### src/rtl/secuencia_leds_if.sv
// Bus between the LED sequencer and whoever drives it: step source, mode,
// pause, and the LED/wrap outputs. With LED_BRILLO_EN defined the bus also
// carries the 4-bit brightness setting.
interface secuencia_leds_if #(
  parameter int ANCHO = 8
);
  logic             paso;
  logic [1:0]       modo;
  logic             pausa;
  logic [ANCHO-1:0] leds;
  logic             ciclo;
`ifdef LED_BRILLO_EN
  logic [3:0]       brillo;

  modport master (
    output paso,
    output modo,
    output pausa,
    output brillo,
    input  leds,
    input  ciclo
  );

  modport slave (
    input  paso,
    input  modo,
    input  pausa,
    input  brillo,
    output leds,
    output ciclo
  );
`else
  modport master (
    output paso,
    output modo,
    output pausa,
    input  leds,
    input  ciclo
  );

  modport slave (
    input  paso,
    input  modo,
    input  pausa,
    output leds,
    output ciclo
  );
`endif
endinterface

### src/rtl/secuencia_leds.sv
// 8-LED (ANCHO-wide) pattern sequencer for the DE0-Nano LED bank.
// Every value change of the upstream blinker output 'paso' advances the
// selected pattern one step: rotate, bounce, binary count or all-blink.
// 'ciclo' pulses for one clock after the pattern wraps to its start value.
// Optional feature: define LED_BRILLO_EN to add a 4-bit brightness input
// that gates the LEDs with a free-running 16-step PWM.
module secuencia_leds #(
  parameter int ANCHO = 8
) (
  input  logic              clock,
  input  logic              reset,
  secuencia_leds_if.slave   bus
);

  localparam logic [1:0] DESPLAZA = 2'b00;
  localparam logic [1:0] REBOTE   = 2'b01;
  localparam logic [1:0] CONTADOR = 2'b10;
  localparam logic [1:0] PARPADEO = 2'b11;

  // Direction of travel for the bouncing one-hot bit
  typedef enum logic {
    SUBE = 1'b0,
    BAJA = 1'b1
  } dir_t;

  // Step synchroniser / edge detector
  logic             s1;
  logic             s2;
  logic             tick;

  // Mode tracking
  logic [1:0]       modo_q;
  logic             recarga;

  // Pattern state
  dir_t             dir;
  dir_t             dir_n;
  logic [ANCHO-1:0] patron;
  logic [ANCHO-1:0] patron_n;
  logic             vuelta_n;

  // Registered outputs
  logic [ANCHO-1:0] leds_q;
  logic [ANCHO-1:0] leds_n;
  logic             ciclo_q;

`ifdef LED_BRILLO_EN
  logic [3:0]       pwm_cnt;
  logic [3:0]       pwm_cnt_n;
`endif

  // Starting value of each pattern; the one-hot patterns begin at bit 0.
  function automatic logic [ANCHO-1:0] patron_inicial(input logic [1:0] m);
    if ((m == DESPLAZA) || (m == REBOTE)) begin
      return ANCHO'(1);
    end
    return '0;
  endfunction

  // Circular left shift by one position.
  function automatic logic [ANCHO-1:0] rota_izq(input logic [ANCHO-1:0] v);
    return {v[ANCHO-2:0], v[ANCHO-1]};
  endfunction

  // Any level change of paso is a step; paused steps are simply dropped.
  assign tick    = (s1 != s2) & ~bus.pausa;
  // A new mode is seen one cycle before modo_q catches up with it.
  assign recarga = (bus.modo != modo_q);

  // State register: synchroniser, mode copy, pattern, direction, outputs
  always_ff @(posedge clock) begin
    if (reset) begin
      s1      <= 1'b0;
      s2      <= 1'b0;
      modo_q  <= DESPLAZA;
      dir     <= SUBE;
      patron  <= ANCHO'(1);
      leds_q  <= ANCHO'(1);
      ciclo_q <= 1'b0;
`ifdef LED_BRILLO_EN
      pwm_cnt <= 4'd0;
`endif
    end else begin
      s1      <= bus.paso;
      s2      <= s1;
      modo_q  <= bus.modo;
      dir     <= dir_n;
      patron  <= patron_n;
      leds_q  <= leds_n;
      ciclo_q <= vuelta_n;
`ifdef LED_BRILLO_EN
      pwm_cnt <= pwm_cnt_n;
`endif
    end
  end

  // Next-state logic: a mode reload wins over a step arriving in the same cycle
  always_comb begin
    patron_n = patron;
    dir_n    = dir;
    vuelta_n = 1'b0;
    if (recarga) begin
      patron_n = patron_inicial(bus.modo);
      dir_n    = SUBE;
    end else if (tick) begin
      case (modo_q)
        DESPLAZA: begin
          patron_n = rota_izq(patron);
          vuelta_n = patron[ANCHO-1];
        end
        REBOTE: begin
          if (dir == SUBE) begin
            patron_n = patron << 1;
            // Turn around on arrival so the MSB is shown only once
            if (patron_n[ANCHO-1]) begin
              dir_n = BAJA;
            end
          end else begin
            patron_n = patron >> 1;
            if (patron_n[0]) begin
              dir_n    = SUBE;
              vuelta_n = 1'b1;
            end
          end
        end
        CONTADOR: begin
          patron_n = patron + ANCHO'(1);
          vuelta_n = &patron;
        end
        default: begin
          patron_n = ~patron;
          vuelta_n = &patron;
        end
      endcase
    end
  end

`ifdef LED_BRILLO_EN
  // Output logic: free-running PWM counter gates the next pattern value
  always_comb begin
    pwm_cnt_n = pwm_cnt + 4'd1;
    leds_n    = patron_n & {ANCHO{pwm_cnt_n < bus.brillo}};
  end
`else
  // Output logic: LEDs follow the next pattern value directly
  always_comb begin
    leds_n = patron_n;
  end
`endif

  assign bus.leds  = leds_q;
  assign bus.ciclo = ciclo_q;

endmodule

### src/flat_wrapper.sv
// flat-port wrapper written by rule: the top's interface ports become plain ports
module secuencia_leds_flat 
#(
  parameter int ANCHO = 8
)
  (clock, reset, bus_paso, bus_modo, bus_pausa, bus_leds, bus_ciclo);
  secuencia_leds_if #(.ANCHO(ANCHO)) bus_i ();
  input  logic clock;
  input  logic reset;
  input wire logic [$bits(bus_i.paso)-1:0] bus_paso;
  input wire logic [$bits(bus_i.modo)-1:0] bus_modo;
  input wire logic [$bits(bus_i.pausa)-1:0] bus_pausa;
  output wire logic [$bits(bus_i.leds)-1:0] bus_leds;
  output wire logic [$bits(bus_i.ciclo)-1:0] bus_ciclo;
  assign bus_i.paso = bus_paso;
  assign bus_i.modo = bus_modo;
  assign bus_i.pausa = bus_pausa;
  assign bus_leds = bus_i.leds;
  assign bus_ciclo = bus_i.ciclo;
  secuencia_leds #(.ANCHO(ANCHO)) u_core (.clock(clock), .reset(reset), .bus(bus_i));
endmodule
### config.mk
export PLATFORM = sky130hd
export DESIGN_NAME = secuencia_leds_flat
export DESIGN_NICKNAME = d
export VERILOG_FILES = /design/src/rtl/secuencia_leds_if.sv /design/src/rtl/secuencia_leds.sv /design/src/flat_wrapper.sv
export SDC_FILE = /design/constraint.sdc
export NUM_CORES = 1
export LEC_CHECK = 0
export ABC_AREA = 1
export CAP_MARGIN = 30
export CORE_MARGIN = 5
export CORE_UTILIZATION = 55
export DETAILED_ROUTE_END_ITERATION = 12
export DONT_BUFFER_PORTS = 1
export PLACE_DENSITY = 0.73
export RECOVER_POWER = 25
export SYNTH_ARGS = -nofsm -noshare
export SYNTH_HDL_FRONTEND = slang
export SYNTH_SLANG_ARGS = --single-unit
### constraint.sdc
create_clock -name clock -period 1.27 [get_ports clock]
set_input_delay 0.0635 -clock clock [delete_from_list [all_inputs] [get_ports clock]]
set_output_delay 0.0635 -clock clock [all_outputs]
set_load 0.01 [all_outputs]
==> metrics, run 1 <==
Root Buffer=clkbuf_4; H-tree levels=1; Synth async-reset ratio=0%; clock buffer depth=2; worst setup margin=-0.155 ns; Yosys top cell area share=28.4%; outcome=finished, violations left; clk_lat worst skew=approximately 0.3 ns; Chip Width=about 52 µm; # setup viols final=10; Leak=0.000588 µW; FF+latch count, synth=14; mapped cell area=987 µm²; Initial Utilization=57.8%; commonest non-fill, non-tap cell in the layout=nand2_1; DP HPWL=~1800 µm; TritonRoute pass-1 iters=5; Cells after Synth=161; storage element area=292 µm²; final hold violations=1; Nets=195; vias in the first global route=1,056; Final Cycle Share=112%; Die Y-Extent=52.4 µm; grt peak-use layer=met2; violated checks=hold timing, setup timing; fmax=0.702 GHz; fin cells=212; Post-synth EDFFs=0; area grow syn2layout=43.7%; unrepaired setup endpoints after global routing=yes; final period demand of the worst path=around 1.4 ns; Unique masters post-synth=26; Syn Area/Cell=6.13 µm²; routing usage on met3=between 5 and 6%; Hold WS=-0.0151 ns; Initial DRC Count=168; Setup Skew=0.0129 ns; ANT cells=0; M1 GR Usage=28.5%; WL final=4180 µm; CTS tree=done; number of port buffers=0; Worst setup EP type=flip-flop; M2 GR Usage=roughly 38%; CP Max Fanout=9; total CTS buffers=3; Area contributors post-synth=dfxtp_1, nand2_1, a21oi_1; top_reg_cell synth=dfxtp_1; Critical Path Start Type=flip-flop; Crit Path Class=reg2reg; layout cells sized above 1=34.8%; first-pass GRT wire length=4710 µm; Max VDD drop=0.621 mV; Slew @ Worst Pin=0.548 ns; most frequent cells in the layout=nand2_1, buf_4, inv_1, nor2_1, a21oi_1; Inst Count DP=195; area leader, netlist=dfxtp_1; Power Density=732 nW/µm²; row count=15; Core Box Area=1710 µm²; FILL cells=97; Util after Layout=83.1%; Total GRT Usage=23.3%; Clk pin slew, worst setup/hold paths=0.08 ns; vias=between 1,000 and 1,500; Tightest Hold Check Type=in2reg; # clock sinks=14; DRC=0; IO Pins=15; Final ANT Viol Nets=0; YS warnings=0; die area=2740 µm²; # Max-Cap Violations=0; WL/cell=19.7 µm; GR Overflow Total=0; pin count of the biggest net entering global routing=15; GP Congestion=approximately 0.86; initial antenna violation count=0; area of the multi-input gates=748 µm²; WP data arrival=1.58 ns; Max Slew Vio Count=0; Worst EP required=1.43 ns; post-synthesis sequential area ratio=~28%; Slew HR=63.4%; Vias/cell=between 6 and 7; Net Count, Synth=168
metal layers:
layer  part of all wire [%]  vias up  wire length, µm
li1                       -      570                -
met5                      0        -                0
met1                     36      606             1500
met2                     46      144             1910
met4                    4.8        0              200
met3                     14       32              571
final cells by class:
| class | count | area share [%] |
|---|---|---|
| tap | 25 | 2.20 |
| clock buffer | 4 | 2.56 |
| multi-input combinational | 123 | 52.7 |
| inverter | 20 | 5.64 |
| timing repair buffer | 26 | 16.3 |
| sequential | 14 | 20.5 |
worst paths after layout:
path | startpoint | end | slack [ns] | cells past startpoint
hold / removal | bus_modo[1] | u_core.patron[0] | -0.02 | 3
setup reg to reg | u_core.modo_q[1] | u_core.patron[2] | -0.15 | 7
setup / recovery | u_core.modo_q[1] | u_core.patron[2] | -0.15 | 7
hold reg to reg | u_core.patron[3] | u_core.patron[3] | 0.51 | 2
where the power goes:
| group | internal, µW | switching [µW] | total [µW] |
|---|---|---|---|
| combinational | 101 | 134 | 235 |
| sequential | 450 | 14.9 | 465 |
| clock | 175 | 165 | 340 |
critical path: stages, from the launching register on:
cell and delay [ns]:
dfxtp_4 0.40, buf_12 0.14, nand2_2 0.17, inv_2 0.12, a21oi_1 0.17, nand3_1 0.11, nand3_1 0.10, a21oi_2 0.06
cells by family after synthesis:
family | synth area share (%)
AO/OA/AOI/OAI | 17.0
AND/OR/NAND/NOR | 39.3
buffers and inverters | 10.4
flip-flops | 28.4
XOR/XNOR | 3.68
adder cells (fa/ha/maj) | 1.27
per-stage QoR:
stage | area, µm² | total power (µW) | TNS (ns) | hold slack (ns) | worst slack [ns]
floorplan | 988 | 569 | 0 | 0.125 | 0.00318
global placement | 1090 | 596 | -0.0347 | 0.127 | -0.0347
detailed placement | 1090 | 597 | -0.0636 | 0.129 | -0.0386
CTS | 1250 | 957 | -0.00122 | -0.180 | -0.00122
global route | 1420 | 1070 | -1.29 | 0.00453 | -0.236
finish | 1420 | 1040 | -0.741 | -0.0151 | -0.155
cells in the mapped netlist, types with 2 or more instances:
| cell type | count |
|---|---|
| a21oi_1 | 18 |
| inv_2 | 3 |
| o211ai_1 | 2 |
| o21ai_0 | 10 |
| nand3_1 | 13 |
| nor2_1 | 18 |
| inv_1 | 17 |
| nor2_4 | 3 |
| nand2_2 | 2 |
| dfxtp_1 | 14 |
| nand2_1 | 46 |
flip-flops by register name, summed over array words and instances, names as in the netlist:
register	count
u_core.dir	1
u_core.bus.ciclo	1
u_core.patron	8
u_core.s2	1
u_core.s1	1
u_core.modo_q	2
what timing repair did:
item,4_1_cts,5_1_grt
gates resized for setup,13,32
endpoints found under the setup margin,8,10
endpoints found under the hold margin,14,10
pin swaps,6,13
setup buffers,3,5
hold buffers,4,1
No activity file was read; power rests on OpenSTA's default activity.
==> run 2, diff against run 1 <==
--- a/config.mk
+++ b/config.mk
@@ -11,6 +11,7 @@
 export CORE_UTILIZATION = 55
 export DETAILED_ROUTE_END_ITERATION = 12
 export DONT_BUFFER_PORTS = 1
+export GPL_TIMING_DRIVEN = 0
 export PLACE_DENSITY = 0.73
 export RECOVER_POWER = 25
 export SYNTH_ARGS = -nofsm -noshare
==> run 2 against run 1 <==
Against the previous run: the run ends with setup timing left; critical endpoint is now u_core.bus.ciclo; global-route usage decreased by 1.5 points; final cell count decreased by 6.6%; hold slack improved by 0.12 ns; largest power group unchanged; critical path depth unchanged; flip-flop and latch count unchanged; worst setup slack improved by 0.15 ns; non-clock buffer count decreased by 14; register-to-register slack improved by 0.15 ns.
==> metrics, run 2 (synthesis results as in run 1) <==
outcome=finished, violations left (unchanged); violated checks=setup timing (was hold timing, setup timing); worst setup margin=-0.00716 ns (was -0.155 ns); die area=2740 µm² (unchanged); Nets=181 (was 195); net switching power=286 µW (was 314 µW); Crit Path Class=reg2reg (unchanged); clk_lat worst skew=0.30 ns (about the same); CP Max Fanout=7 (was 9); Slew HR=67.3% (was 63.4%); Overall Power=977 µW (was 1040 µW); Max Slew Vio Count=0 (unchanged); Clk pin slew, worst setup/hold paths=0.10 ns (was 0.08 ns); area grow syn2layout=27.0% (was 43.7%); Sw Share=29.3% (was 30.2%); Worst Reg-to-Reg Cells=7 (unchanged); layout cells sized above 1=26.0% (was 34.8%); vias in the first global route=1,035 (was 1,056); Clock Power Share=35.3% (was 32.7%); Flop pwr share=47.7% (was 44.7%); initial antenna violation count=0 (unchanged); first-pass GRT wire length=4410 µm (was 4710 µm); row count=15 (unchanged); Largest register FFs=8 (unchanged); DP HPWL=1660 µm (was 1820 µm); Util after Layout=73.4% (was 83.1%); H-tree levels=1 (unchanged); Final ANT Viol Nets=0 (unchanged); fin cells=198 (was 212); # setup viols final=1 (was 10); ANT cells=0 (unchanged); most frequent cells in the layout=nand2_1, nor2_1, a21oi_1 (was nand2_1, buf_4, inv_1, nor2_1, a21oi_1); final period demand of the worst path=1.28 ns (was 1.42 ns); vias=1,091 (was 1,352); Tightest Hold Check Type=in2reg (unchanged); DRC=0 (unchanged); Worst setup EP type=flip-flop (unchanged); GP Congestion=0.886 (was 0.859); Chip Width=52.4 µm (unchanged); FILL cells=141 (was 97); top flop regs=u_core.patron x8, u_core.modo_q x2 (unchanged); CTS tree=done (unchanged); Inst Count DP=186 (was 195); Total GRT Usage=21.8% (was 23.3%); commonest non-fill, non-tap cell in the layout=nand2_1 (unchanged); unrepaired setup endpoints after global routing=yes (unchanged); Power Density=779 nW/µm² (was 732 nW/µm²); Slew @ Worst Pin=0.491 ns (was 0.548 ns); WL final=2610 µm (was 4180 µm); r2r setup slk=-0.007 ns (was -0.15 ns); WP data arrival=1.52 ns (was 1.58 ns); number of port buffers=0 (unchanged); Critical Path Start Type=flip-flop (unchanged); GR Overflow Total=0 (unchanged); hold path depth=5 (was 3); Internal Power=691 µW (was 725 µW); # clock sinks=14 (unchanged); Initial DRC Count=31 (was 168); WL/cell=13.2 µm (was 19.7 µm); total CTS buffers=3 (unchanged); # Max-Cap Violations=0 (unchanged); fmax=0.783 GHz (was 0.702 GHz); IO Pins=15 (unchanged); Initial Utilization=57.8% (unchanged); Leak=0.000494 µW (was 0.000588 µW); Final Cycle Share=101% (was 112%); pin count of the biggest net entering global routing=11 (was 15); Biggest register=u_core.patron (unchanged); Core Box Area=1710 µm² (unchanged); Setup Skew=0.00457 ns (was 0.0129 ns); Root Buffer=clkbuf_4 (unchanged); Worst EP required=1.52 ns (was 1.43 ns); Die Y-Extent=52.4 µm (unchanged); TritonRoute pass-1 iters=4 (was 5); clock buffer depth=2 (unchanged); final hold violations=0 (was 1); Vias/cell=5.51 (was 6.38); Max VDD drop=0.574 mV (was 0.621 mV); Comb power frac=17.0% (was 22.6%)
[run 2: path summary, 6_finish.rpt]
check	start	end
worst max register to register	u_core.patron[1]	u_core.bus.ciclo
worst min-delay path	bus_pausa	u_core.bus.ciclo
worst min register to register	u_core.s1	u_core.s2
worst max-delay path	u_core.patron[1]	u_core.bus.ciclo
[run 2: cell type report]
| class | count | area [µm²] | area share [%] |
|---|---|---|---|
| Buffer | 4 | 40.0 | 3.19 |
| Multi-Input combinational cell | 123 | 699 | 55.8 |
| Inverter | 20 | 77.6 | 6.19 |
| Sequential cell | 14 | 303 | 24.2 |
| Timing Repair Buffer | 8 | 66.3 | 5.29 |
| Tap cell | 25 | 31.3 | 2.50 |
| Clock buffer | 4 | 36.3 | 2.89 |
[run 2: through the flow]
stage	setup WS (ns)	TNS, ns	instance area (µm²)	hold WS, ns
after floorplan	0.00318	0	988	0.125
after global placement	-0.217	-0.577	1020	0.127
after detailed placement	-0.267	-0.741	1020	0.128
after CTS	-0.0283	-0.0284	1170	0.108
after global routing	-0.101	-0.596	1250	0.147
final	-0.00716	-0.00716	1250	0.102
[run 2: power by group through the flow]
stage	Clock [µW]	Combinational [µW]	Sequential, µW
3_5_place_dp	0	118	475
2_1_floorplan	0	96.9	472
6_report	345	166	466
5_1_grt	369	184	467
3_3_place_gp	0	117	475
4_1_cts	347	142	466
[run 2: metal layers]
metal / share of wire, % / routed length [µm] / vias up / GRT usage [%]
met4: 1.9 / 49 / 0 / 12.3
met5: 0 / 0 / - / 0
met2: 50 / 1310 / 42 / 37.2
li1: - / - / 545 / -
met3: 7.4 / 193 / 7 / 4.84
met1: 40 / 1050 / 497 / 24.7
[run 2: repair_timing]
| action | 4_1_cts | 5_1_grt |
|---|---|---|
| hold endpoints to repair | 7 | 0 |
| pin swaps | 13 | 7 |
| hold buffers | 4 | 0 |
| setup endpoints to repair | 8 | 9 |
| resized for setup | 18 | 22 |
| setup buffers | 2 | 2 |
[run 2: worst max-delay path: stages (launching register included)]
cell and delay (ns):
dfxtp_4 0.43, ha_4 0.16, nand2_4 0.06, nor2_4 0.11, nand3_2 0.12, o31ai_4 0.24
nand2_1 0.07, inv_1 0.05
==> run 3, diff against run 2 <==
--- a/config.mk
+++ b/config.mk
@@ -14,6 +14,7 @@
 export GPL_TIMING_DRIVEN = 0
 export PLACE_DENSITY = 0.73
 export RECOVER_POWER = 25
+export REMOVE_ABC_BUFFERS = 1
 export SYNTH_ARGS = -nofsm -noshare
 export SYNTH_HDL_FRONTEND = slang
 export SYNTH_SLANG_ARGS = --single-unit
==> run 3 against run 2 <==
Against the previous run: the flow still finishes with violations (setup timing); die area unchanged; worst setup slack worse by 0.0068 ns; global-route usage down 1.0 points; final area up 2.7%; combinational power up 5%; register-to-register slack about the same; core utilization up 2.0 points.
==> metrics, run 3 (synthesis results as in run 1) <==
Nets=181 (unchanged); GR Overflow Total=0 (unchanged); initial antenna violation count=0 (unchanged); Max VDD drop=0.835 mV (was 0.574 mV); fmax=0.779 GHz (was 0.783 GHz); cells along the critical path=ha_4 -> or2_2 -> nand3_1 -> nand3_1 -> nand3_1 -> a21oi_1 (was ha_4 -> nand2_4 -> nor2_4 -> nand3_2 -> o31ai_4 -> nand2_1 -> inv_1); WL final=2740 µm (was 2610 µm); Worst EP required=1.43 ns (was 1.52 ns); area grow syn2layout=30.4% (was 27.0%); Largest register FFs=8 (unchanged); DRC=0 (unchanged); Worst Reg-to-Reg Cells=6 (was 7); r2r setup slk=-0.01 ns (was -0.007 ns); clk_lat worst skew=0.29 ns (was 0.30 ns); GP Congestion=0.867 (was 0.886); pre-CTS setup slack=-0.270 ns (was -0.267 ns); Critical Path Start Type=flip-flop (unchanged); commonest non-fill, non-tap cell in the layout=nand2_1 (unchanged); Biggest register=u_core.patron (unchanged); clock buffer depth=2 (unchanged); worst setup margin=-0.0139 ns (was -0.00716 ns); Final Cycle Share=101% (about the same); Vias/cell=5.54 (was 5.51); Die Y-Extent=52.4 µm (unchanged); # setup viols final=2 (was 1); vias=1,096 (was 1,091); # Max-Cap Violations=0 (unchanged); ANT cells=0 (unchanged); unrepaired setup endpoints after global routing=yes (unchanged); Tightest Hold Check Type=in2reg (unchanged); Slew @ Worst Pin=0.561 ns (was 0.491 ns); most used cell, CP=nand3_1; vias in the first global route=972 (was 1,035); violated checks=setup timing (unchanged); final period demand of the worst path=1.28 ns (about the same); row count=15 (unchanged); first-pass GRT wire length=4270 µm (was 4410 µm); Worst setup EP type=flip-flop (unchanged); Worst Hold End=u_core.bus.ciclo (unchanged); die area=2740 µm² (unchanged); Clk pin slew, worst setup/hold paths=0.09 ns (was 0.10 ns); number of port buffers=0 (unchanged); Initial DRC Count=26 (was 31); outcome=finished, violations left (unchanged); Root Buffer=clkbuf_4 (unchanged); slowest stage delay, CP=0.39 ns (was 0.43 ns); Setup Skew=0.00263 ns (was 0.00457 ns); pin count of the biggest net entering global routing=15 (was 11); Total GRT Usage=20.8% (was 21.8%); CP Max Fanout=7 (unchanged); Power Density=758 nW/µm² (was 779 nW/µm²); hold path depth=5 (unchanged); final hold violations=0 (unchanged); hold_sp=bus_pausa (unchanged); RR Endpoint=u_core.patron[2] (was u_core.bus.ciclo); IO Pins=15 (unchanged); Final ANT Viol Nets=0 (unchanged); TNS Setup=-0.0181 ns (was -0.00716 ns); most frequent cells in the layout=nand2_1, nor2_1, inv_1 (was nand2_1, nor2_1, a21oi_1); top flop regs=u_core.patron x8, u_core.modo_q x2 (unchanged); reg-to-reg critical path startpoint=u_core.patron[0] (was u_core.patron[1]); Chip Width=52.4 µm (unchanged); WL/cell=13.8 µm (was 13.2 µm); Slew HR=62.5% (was 67.3%); layout cells sized above 1=27.2% (was 26.0%); TritonRoute pass-1 iters=4 (unchanged); DP HPWL=1650 µm (was 1660 µm); WP data arrival=1.44 ns (was 1.52 ns); Initial Utilization=57.8% (unchanged); Core Box Area=1710 µm² (unchanged); H-tree levels=1 (unchanged); Max Slew Vio Count=0 (unchanged); Leak=0.000522 µW (was 0.000494 µW); CP max-delay cell=dfxtp_4 (unchanged); total CTS buffers=3 (unchanged); CTS tree=done (unchanged); # clock sinks=14 (unchanged); Crit Path Class=reg2reg (unchanged)
[run 3: report_power, final]
part | switching (µW) | internal, µW
sequential | 24.3 | 442
clock | 160 | 175
combinational | 97.2 | 78.2
[run 3: worst max-delay path by stage]
stage | startpoint | endpoint
floorplan | u_core.patron[1] | u_core.bus.ciclo
global placement | u_core.patron[1] | u_core.bus.ciclo
detailed placement | u_core.patron[1] | u_core.bus.ciclo
CTS | u_core.patron[1] | u_core.bus.ciclo
global route | u_core.patron[3] | u_core.patron[7]
finish | u_core.patron[0] | u_core.patron[2]
[run 3: stage by stage]
step | cells | utilization [%] | total power (µW) | cell area (µm²) | hold slack [ns]
2_1_floorplan | 157 | - | 561 | 960 | 0.133
3_3_place_gp | 182 | 58.0 | 581 | 991 | 0.134
3_5_place_dp | 182 | 58.0 | 584 | 991 | 0.137
4_1_cts | 191 | 66.7 | 927 | 1140 | 0.0935
5_1_grt | 198 | 75.4 | 1030 | 1290 | 0.124
6_report | 198 | 75.4 | 976 | 1290 | 0.0782
[run 3: area by class of cell]
| cell class | instances | area [µm²] |
|---|---|---|
| Multi-Input combinational cell | 123 | 721 |
| Fill cell | 130 | 420 |
| Sequential cell | 14 | 308 |
| Timing Repair Buffer | 12 | 114 |
| Inverter | 20 | 77.6 |
| Clock buffer | 4 | 36.3 |
| Tap cell | 25 | 31.3 |
[run 3: critical path, delay by kind of cell (launching register included)]
family / cells / cell delay [ns]
flops: 1 / 0.39
compound gates: 1 / 0.06
fa+ha+maj: 1 / 0.18
simple gates: 4 / 0.52
[run 3: timing repair]
| item | in CTS | in global routing |
|---|---|---|
| hold endpoints to repair | 14 | 0 |
| setup endpoints to repair | 10 | 10 |
| gates resized for setup | 20 | 22 |
| pin swaps | 3 | 15 |
| hold buffers | 4 | 0 |
| setup buffers | 1 | 7 |
| gates cloned | 0 | 0 |
[run 3: routing by layer]
metal / vias up / track usage [%] / share of wire [%]
met5: - / 0 / 0
met4: 0 / 10.6 / 2.5
met3: 11 / 3.99 / 6.9
met2: 43 / 34.5 / 51
met1: 495 / 25.2 / 39
li1: 547 / - / -
